[config.mk]
export PLATFORM = sky130hd
export DESIGN_NAME = food_spawner
export DESIGN_NICKNAME = d
export VERILOG_FILES = /design/src/rtl/food_spawner.sv
export SDC_FILE = /design/constraint.sdc
export NUM_CORES = 1
export LEC_CHECK = 0
export ABC_AREA = 0
export CAP_MARGIN = 10
export CELL_PAD_IN_SITES_DETAIL_PLACEMENT = 1
export CELL_PAD_IN_SITES_GLOBAL_PLACEMENT = 1
export CORE_MARGIN = 8
export CORE_UTILIZATION = 44
export CTS_CLUSTER_SIZE = 20
export DETAILED_ROUTE_END_ITERATION = 12
export PLACE_DENSITY_LB_ADDON = 0.1
export SYNTH_ARGS = -nofsm -noshare
export SYNTH_HDL_FRONTEND = slang
export SYNTH_SLANG_ARGS = --single-unit
[constraint.sdc]
create_clock -name clock -period 3.3 [get_ports clock]
set_input_delay 0.66 -clock clock [delete_from_list [all_inputs] [get_ports clock]]
set_output_delay 0.66 -clock clock [all_outputs]
set_load 0.01 [all_outputs]
[src/rtl/food_spawner.sv]
// Chooses a free grid cell for the next food item: random LFSR draws first, then a
// wrapping linear scan that either finds a free cell or reports a completely full grid.
module food_spawner #(
    parameter int unsigned GAME_SIZE = 25,
    parameter int unsigned GRID_W    = 76,
    parameter int unsigned GRID_H    = 42,
    parameter int unsigned X_ORIGIN  = 0,
    parameter int unsigned Y_ORIGIN  = 0,
    parameter int unsigned MAX_TRIES = 8,
    parameter logic [15:0] LFSR_SEED = 16'hACE1
) (
    input  logic        clock,
    input  logic        reset,
    input  logic        spawn_req,
    output logic        busy,
    output logic [6:0]  query_x,
    output logic [6:0]  query_y,
    input  logic        query_occupied,
    output logic        food_valid,
    output logic        grid_full,
    output logic [6:0]  cell_x,
    output logic [6:0]  cell_y,
    output logic [11:0] rand_x,
    output logic [10:0] rand_y
);

    typedef enum logic [1:0] {IDLE, LOOKUP, CHECK} state_t;

    localparam logic [15:0] SEED      = (LFSR_SEED == 16'h0000) ? 16'h0001 : LFSR_SEED;
    localparam logic [15:0] LFSR_MASK = 16'hB400;
    localparam logic [14:0] CELLS     = 15'(GRID_W * GRID_H);
    localparam logic [6:0]  LAST_X    = 7'(GRID_W - 1);
    localparam logic [6:0]  LAST_Y    = 7'(GRID_H - 1);

    state_t      state_q, state_d;
    logic [15:0] lfsr_q, lfsr_d;
    logic [7:0]  tries_q, tries_d;
    logic [14:0] scanned_q, scanned_d;
    logic        scan_q, scan_d;
    logic        busy_q, busy_d;
    logic        food_valid_q, food_valid_d;
    logic        grid_full_q, grid_full_d;
    logic [6:0]  query_x_q, query_x_d, query_y_q, query_y_d;
    logic [6:0]  cell_x_q, cell_x_d, cell_y_q, cell_y_d;
    logic [11:0] rand_x_q, rand_x_d;
    logic [10:0] rand_y_q, rand_y_d;

    logic [6:0]  cand_x, cand_y;
    logic [6:0]  next_x, next_y;

    // Scaling an 8-bit random fraction by the grid size keeps candidates in range without a modulo.
    assign cand_x = 7'((32'(lfsr_q[15:8]) * GRID_W) >> 8);
    assign cand_y = 7'((32'(lfsr_q[7:0])  * GRID_H) >> 8);

    always_comb begin
        next_x = query_x_q + 7'd1;
        next_y = query_y_q;
        if (query_x_q == LAST_X) begin
            next_x = 7'd0;
            next_y = (query_y_q == LAST_Y) ? 7'd0 : query_y_q + 7'd1;
        end
    end

    always_comb begin
        // NOTE: every _d gets a default first so no path through the case leaves a latch.
        state_d      = state_q;
        lfsr_d       = (lfsr_q >> 1) ^ (lfsr_q[0] ? LFSR_MASK : 16'h0000);
        tries_d      = tries_q;
        scanned_d    = scanned_q;
        scan_d       = scan_q;
        busy_d       = busy_q;
        food_valid_d = 1'b0;
        grid_full_d  = 1'b0;
        query_x_d    = query_x_q;
        query_y_d    = query_y_q;
        cell_x_d     = cell_x_q;
        cell_y_d     = cell_y_q;
        rand_x_d     = rand_x_q;
        rand_y_d     = rand_y_q;

        unique case (state_q)
            IDLE: begin
                if (spawn_req) begin
                    query_x_d = cand_x;
                    query_y_d = cand_y;
                    tries_d   = 8'd1;
                    scan_d    = 1'b0;
                    scanned_d = 15'd0;
                    busy_d    = 1'b1;
                    state_d   = LOOKUP;
                end
            end
            LOOKUP: state_d = CHECK;
            CHECK: begin
                state_d = LOOKUP;
                if (!query_occupied) begin
                    cell_x_d     = query_x_q;
                    cell_y_d     = query_y_q;
                    rand_x_d     = 12'(X_ORIGIN + 32'(query_x_q) * GAME_SIZE);
                    rand_y_d     = 11'(Y_ORIGIN + 32'(query_y_q) * GAME_SIZE);
                    food_valid_d = 1'b1;
                    busy_d       = 1'b0;
                    state_d      = IDLE;
                end else if (!scan_q && tries_q < 8'(MAX_TRIES)) begin
                    query_x_d = cand_x;
                    query_y_d = cand_y;
                    tries_d   = tries_q + 8'd1;
                end else if (!scan_q) begin
                    query_x_d = next_x;
                    query_y_d = next_y;
                    scan_d    = 1'b1;
                    scanned_d = 15'd1;
                end else if (scanned_q < CELLS) begin
                    query_x_d = next_x;
                    query_y_d = next_y;
                    scanned_d = scanned_q + 15'd1;
                end else begin
                    grid_full_d = 1'b1;
                    busy_d      = 1'b0;
                    state_d     = IDLE;
                end
            end
            default: state_d = IDLE;
        endcase
    end

    // NOTE: sequential state uses non-blocking assignments only; every register, including the LFSR, is reset.
    always_ff @(posedge clock) begin
        if (reset) begin
            state_q      <= IDLE;
            lfsr_q       <= SEED;
            tries_q      <= '0;
            scanned_q    <= '0;
            scan_q       <= 1'b0;
            busy_q       <= 1'b0;
            food_valid_q <= 1'b0;
            grid_full_q  <= 1'b0;
            query_x_q    <= '0;
            query_y_q    <= '0;
            cell_x_q     <= '0;
            cell_y_q     <= '0;
            rand_x_q     <= '0;
            rand_y_q     <= '0;
        end else begin
            state_q      <= state_d;
            lfsr_q       <= lfsr_d;
            tries_q      <= tries_d;
            scanned_q    <= scanned_d;
            scan_q       <= scan_d;
            busy_q       <= busy_d;
            food_valid_q <= food_valid_d;
            grid_full_q  <= grid_full_d;
            query_x_q    <= query_x_d;
            query_y_q    <= query_y_d;
            cell_x_q     <= cell_x_d;
            cell_y_q     <= cell_y_d;
            rand_x_q     <= rand_x_d;
            rand_y_q     <= rand_y_d;
        end
    end

    assign busy       = busy_q;
    assign food_valid = food_valid_q;
    assign grid_full  = grid_full_q;
    assign query_x    = query_x_q;
    assign query_y    = query_y_q;
    assign cell_x     = cell_x_q;
    assign cell_y     = cell_y_q;
    assign rand_x     = rand_x_q;
    assign rand_y     = rand_y_q;

endmodule

==> flow_metrics.py <==
metrics = {
    "timing": {
        "max_freq_ghz": 0.327,
        "tightest_slew_ps": 624,
        "finalHoldViolations": 0,
        "fin_crit_sh": 0.927,
        "setup_tns_ps": 0,
        "rsz0062_at_grt": "no",
        "slew_headroom": 0.582,
        "drv_slew": 0,
        "finalSetupViolCount": 0,
        "period_minus_slack_ps": 3060,
        "skew_ps": 8.36,
    },
    "synthesis": {
        "yosysTopAreaCellShare": 0.312,
        "synth_enable_flop_cells": 0,
        "synth.area.top_cells": "dfxtp_1, ha_1, nand2_1, a21oi_1, xnor2_1",
        "ys_ff_latch": 90,
        "syn-num-nets": 773,
        "syn-cell-area_mm2": 0.00578,
        "synth_area_leader_cell": "dfxtp_1",
        "ys_types": 61,
        "ys_seq_area_frac": 0.312,
        "synthFlopType": "dfxtp_1",
        "synthCells": 661,
        "async_flop_share": 0,
        "yosysWarnings": 0,
        "avgSynthCellArea_um2": 8.75,
    },
    "clock_network": {
        "clock-root-buffer": "clkbuf_16",
        "clkTransAtPathRegs_ps": 70,
        "cts_max_level": 3,
        "cts_hold_buf": 0,
        "clk_path_buf_depth": 2,
        "cts_made_buffers": 9,
        "clock_sinks": 90,
        "clk_latency_ps": 350,
        "cts_tree": "yes",
    },
    "detailed_routing": {
        "drt_iter0_drc": 122,
        "vias_per_cell": 5.38,
        "wl_mm": 14.6,
        "dr_total_vias": 4824,
        "drc": 0,
        "drtPass1Iterations": 4,
        "post_drt_wl_per_cell_um": 16.2,
        "ant_nets": 0,
    },
    "die": {
        "die-area_mm2": 0.0171,
        "row_count": 42,
        "fp.dieW_um": 131,
        "start_util": 0.444,
        "die_y_um": 131,
        "io_pins": 58,
        "core_area_mm2": 0.0130,
    },
    "setup_path": {
        "slowest_delay_ps": 500,
        "cp_data_arrival_time_ps": 3280,
        "start_kind": "flop",
        "critPathKind": "reg2reg",
        "cp_cell_sequence": "ha_1 > ha_1 > inv_1 > fa_1 > inv_1 > ha_1 > nand3_1 > o211ai_1 > nand2_1 > and4_1 > o31ai_2 > a21oi_1",
        "crit_path_max_fanout": 4,
        "crit_path_end_kind": "flop",
        "slowest_stage": "fa_1",
        "critical_path_required_ps": 3520,
        "worst_path_most_repeated_cell": "ha_1",
    },
    "placed_design": {
        "dp_hpwl_mm": 11.1,
        "gp_congestion": 0.797,
        "io_buffers": 57,
        "dpl_cell_area_mm2": 0.00654,
    },
    "global_routing": {
        "grtUsageTotal": 0.180,
        "antenna_found_initial": 0,
        "grt_pass1_wl_mm": 24.6,
        "grt_pass1_vias": 5140,
        "grt_max_degree": 38,
        "grt-ovfl-total": 0,
    },
    "cells_and_area": {
        "layout.nets": 828,
        "mostFrequentLayoutCells": "ha_1, dfxtp_1, nand2_1",
        "area_growth_pct": 20.1,
        "drive_gt1_frac": 0.0721,
        "final_cell_area_mm2": 0.00694,
        "layout_commonest_cell": "ha_1",
        "fin_util": 0.533,
        "antennaDiodeCount": 0,
    },
    "min_path": {
        "min_path_type": "reg2reg",
    },
    "outcome": {
        "status": "finished, final reports clean",
    },
    "power_and_ir_drop": {
        "p_per_area_mw_per_mm2": 522,
        "vdd_drop_max_uv": 320,
        "p_leak_nw": 2.97,
    },
    "job": {
        "drv_cap": 0,
    },
}
-- power by group --
part / internal (W) / switching (W)
logic: 0.000490 / 0.000585
clock network: 0.000893 / 0.000451
registers: 0.00114 / 0.0000633
total: 0.00252 / 0.00110
-- final timing paths --
| path | startpoint | endpoint | slack [ps] | cells after the start |
|---|---|---|---|---|
| setup / recovery | lfsr_q[3]$_SDFF_PP0_ | query_y[5]$_SDFFE_PP0P_ | 240 | 12 |
| hold / removal | rand_x[11]$_SDFFE_PP0P_ | rand_x[11]$_SDFFE_PP0P_ | 450 | 2 |
| setup reg to reg | lfsr_q[3]$_SDFF_PP0_ | query_y[5]$_SDFFE_PP0P_ | 240 | 12 |
| hold reg to reg | rand_x[11]$_SDFFE_PP0P_ | rand_x[11]$_SDFFE_PP0P_ | 450 | 2 |
-- metrics by stage --
stage,setup slack (ps),instances,hold slack [ps],total power (W)
2_1_floorplan,454,661,421,0.00195
3_3_place_gp,333,880,437,0.00224
3_5_place_dp,217,880,444,0.00228
4_1_cts,199,896,456,0.00367
5_1_grt,17.6,897,483,0.00383
6_report,241,897,451,0.00362
-- cell families after synthesis --
family | synth area share
flops | 0.312
compound gates | 0.148
mux | 0.00173
xor+xnor | 0.0530
buf+inv | 0.0491
fa+ha+maj | 0.245
simple gates | 0.192
-- registers in the layout, summed over array words and instances (netlist names) --
signal,count
query_x,7
busy,1
scanned_q,15
food_valid,1
lfsr_q,16
grid_full,1
query_y,7
rand_x,9
scan_q,1
rand_y,8
tries_q,8
state_q,2
cell_x,7
cell_y,7
-- timing repair --
item	in CTS	in global routing
setup buffers	0	1
setup endpoints to repair	0	1
hold endpoints to repair	0	0
gates resized for setup	0	2
-- metal layers --
metal / wire length, um / share of wire / vias up / track usage
li1: - / - / 2444 / -
met5: 0 / 0 / - / 0
met1: 6860 / 0.47 / 2306 / 0.220
met2: 6970 / 0.48 / 57 / 0.312
met3: 486 / 0.033 / 17 / 0.0260
met4: 241 / 0.017 / 0 / 0.0702
-- synth_stat cells (7+ instances only) --
| cell | instances |
|---|---|
| a211oi_1 | 8 |
| a21o_1 | 9 |
| a21oi_1 | 56 |
| a31oi_1 | 12 |
| and3_1 | 9 |
| buf_4 | 8 |
| clkbuf_1 | 15 |
| dfxtp_1 | 90 |
| fa_1 | 9 |
| ha_1 | 99 |
| inv_1 | 35 |
| nand2_1 | 77 |
| nand3_1 | 19 |
| nor2_1 | 47 |
| nor2b_1 | 11 |
| nor3_1 | 16 |
| o21ai_0 | 24 |
| xnor2_1 | 28 |
| xor2_1 | 7 |
-- critical path: cells and delay by family, from the launching register on --
family / cells / cell delay, ps
compound gates: 3 / 630
fa+ha+maj: 4 / 1410
flops: 1 / 340
simple gates: 3 / 460
buf+inv: 2 / 90
-- final cells by class --
class,instances,area [um^2]
clock buffer,9,225
inverter,35,131
tap,176,220
fill,1544,6090
clock inverter,7,165
multi-input combinational,506,3700
sequential,90,1800
timing repair buffer,74,693
Note: power is estimated with default switching activity, not from simulation.
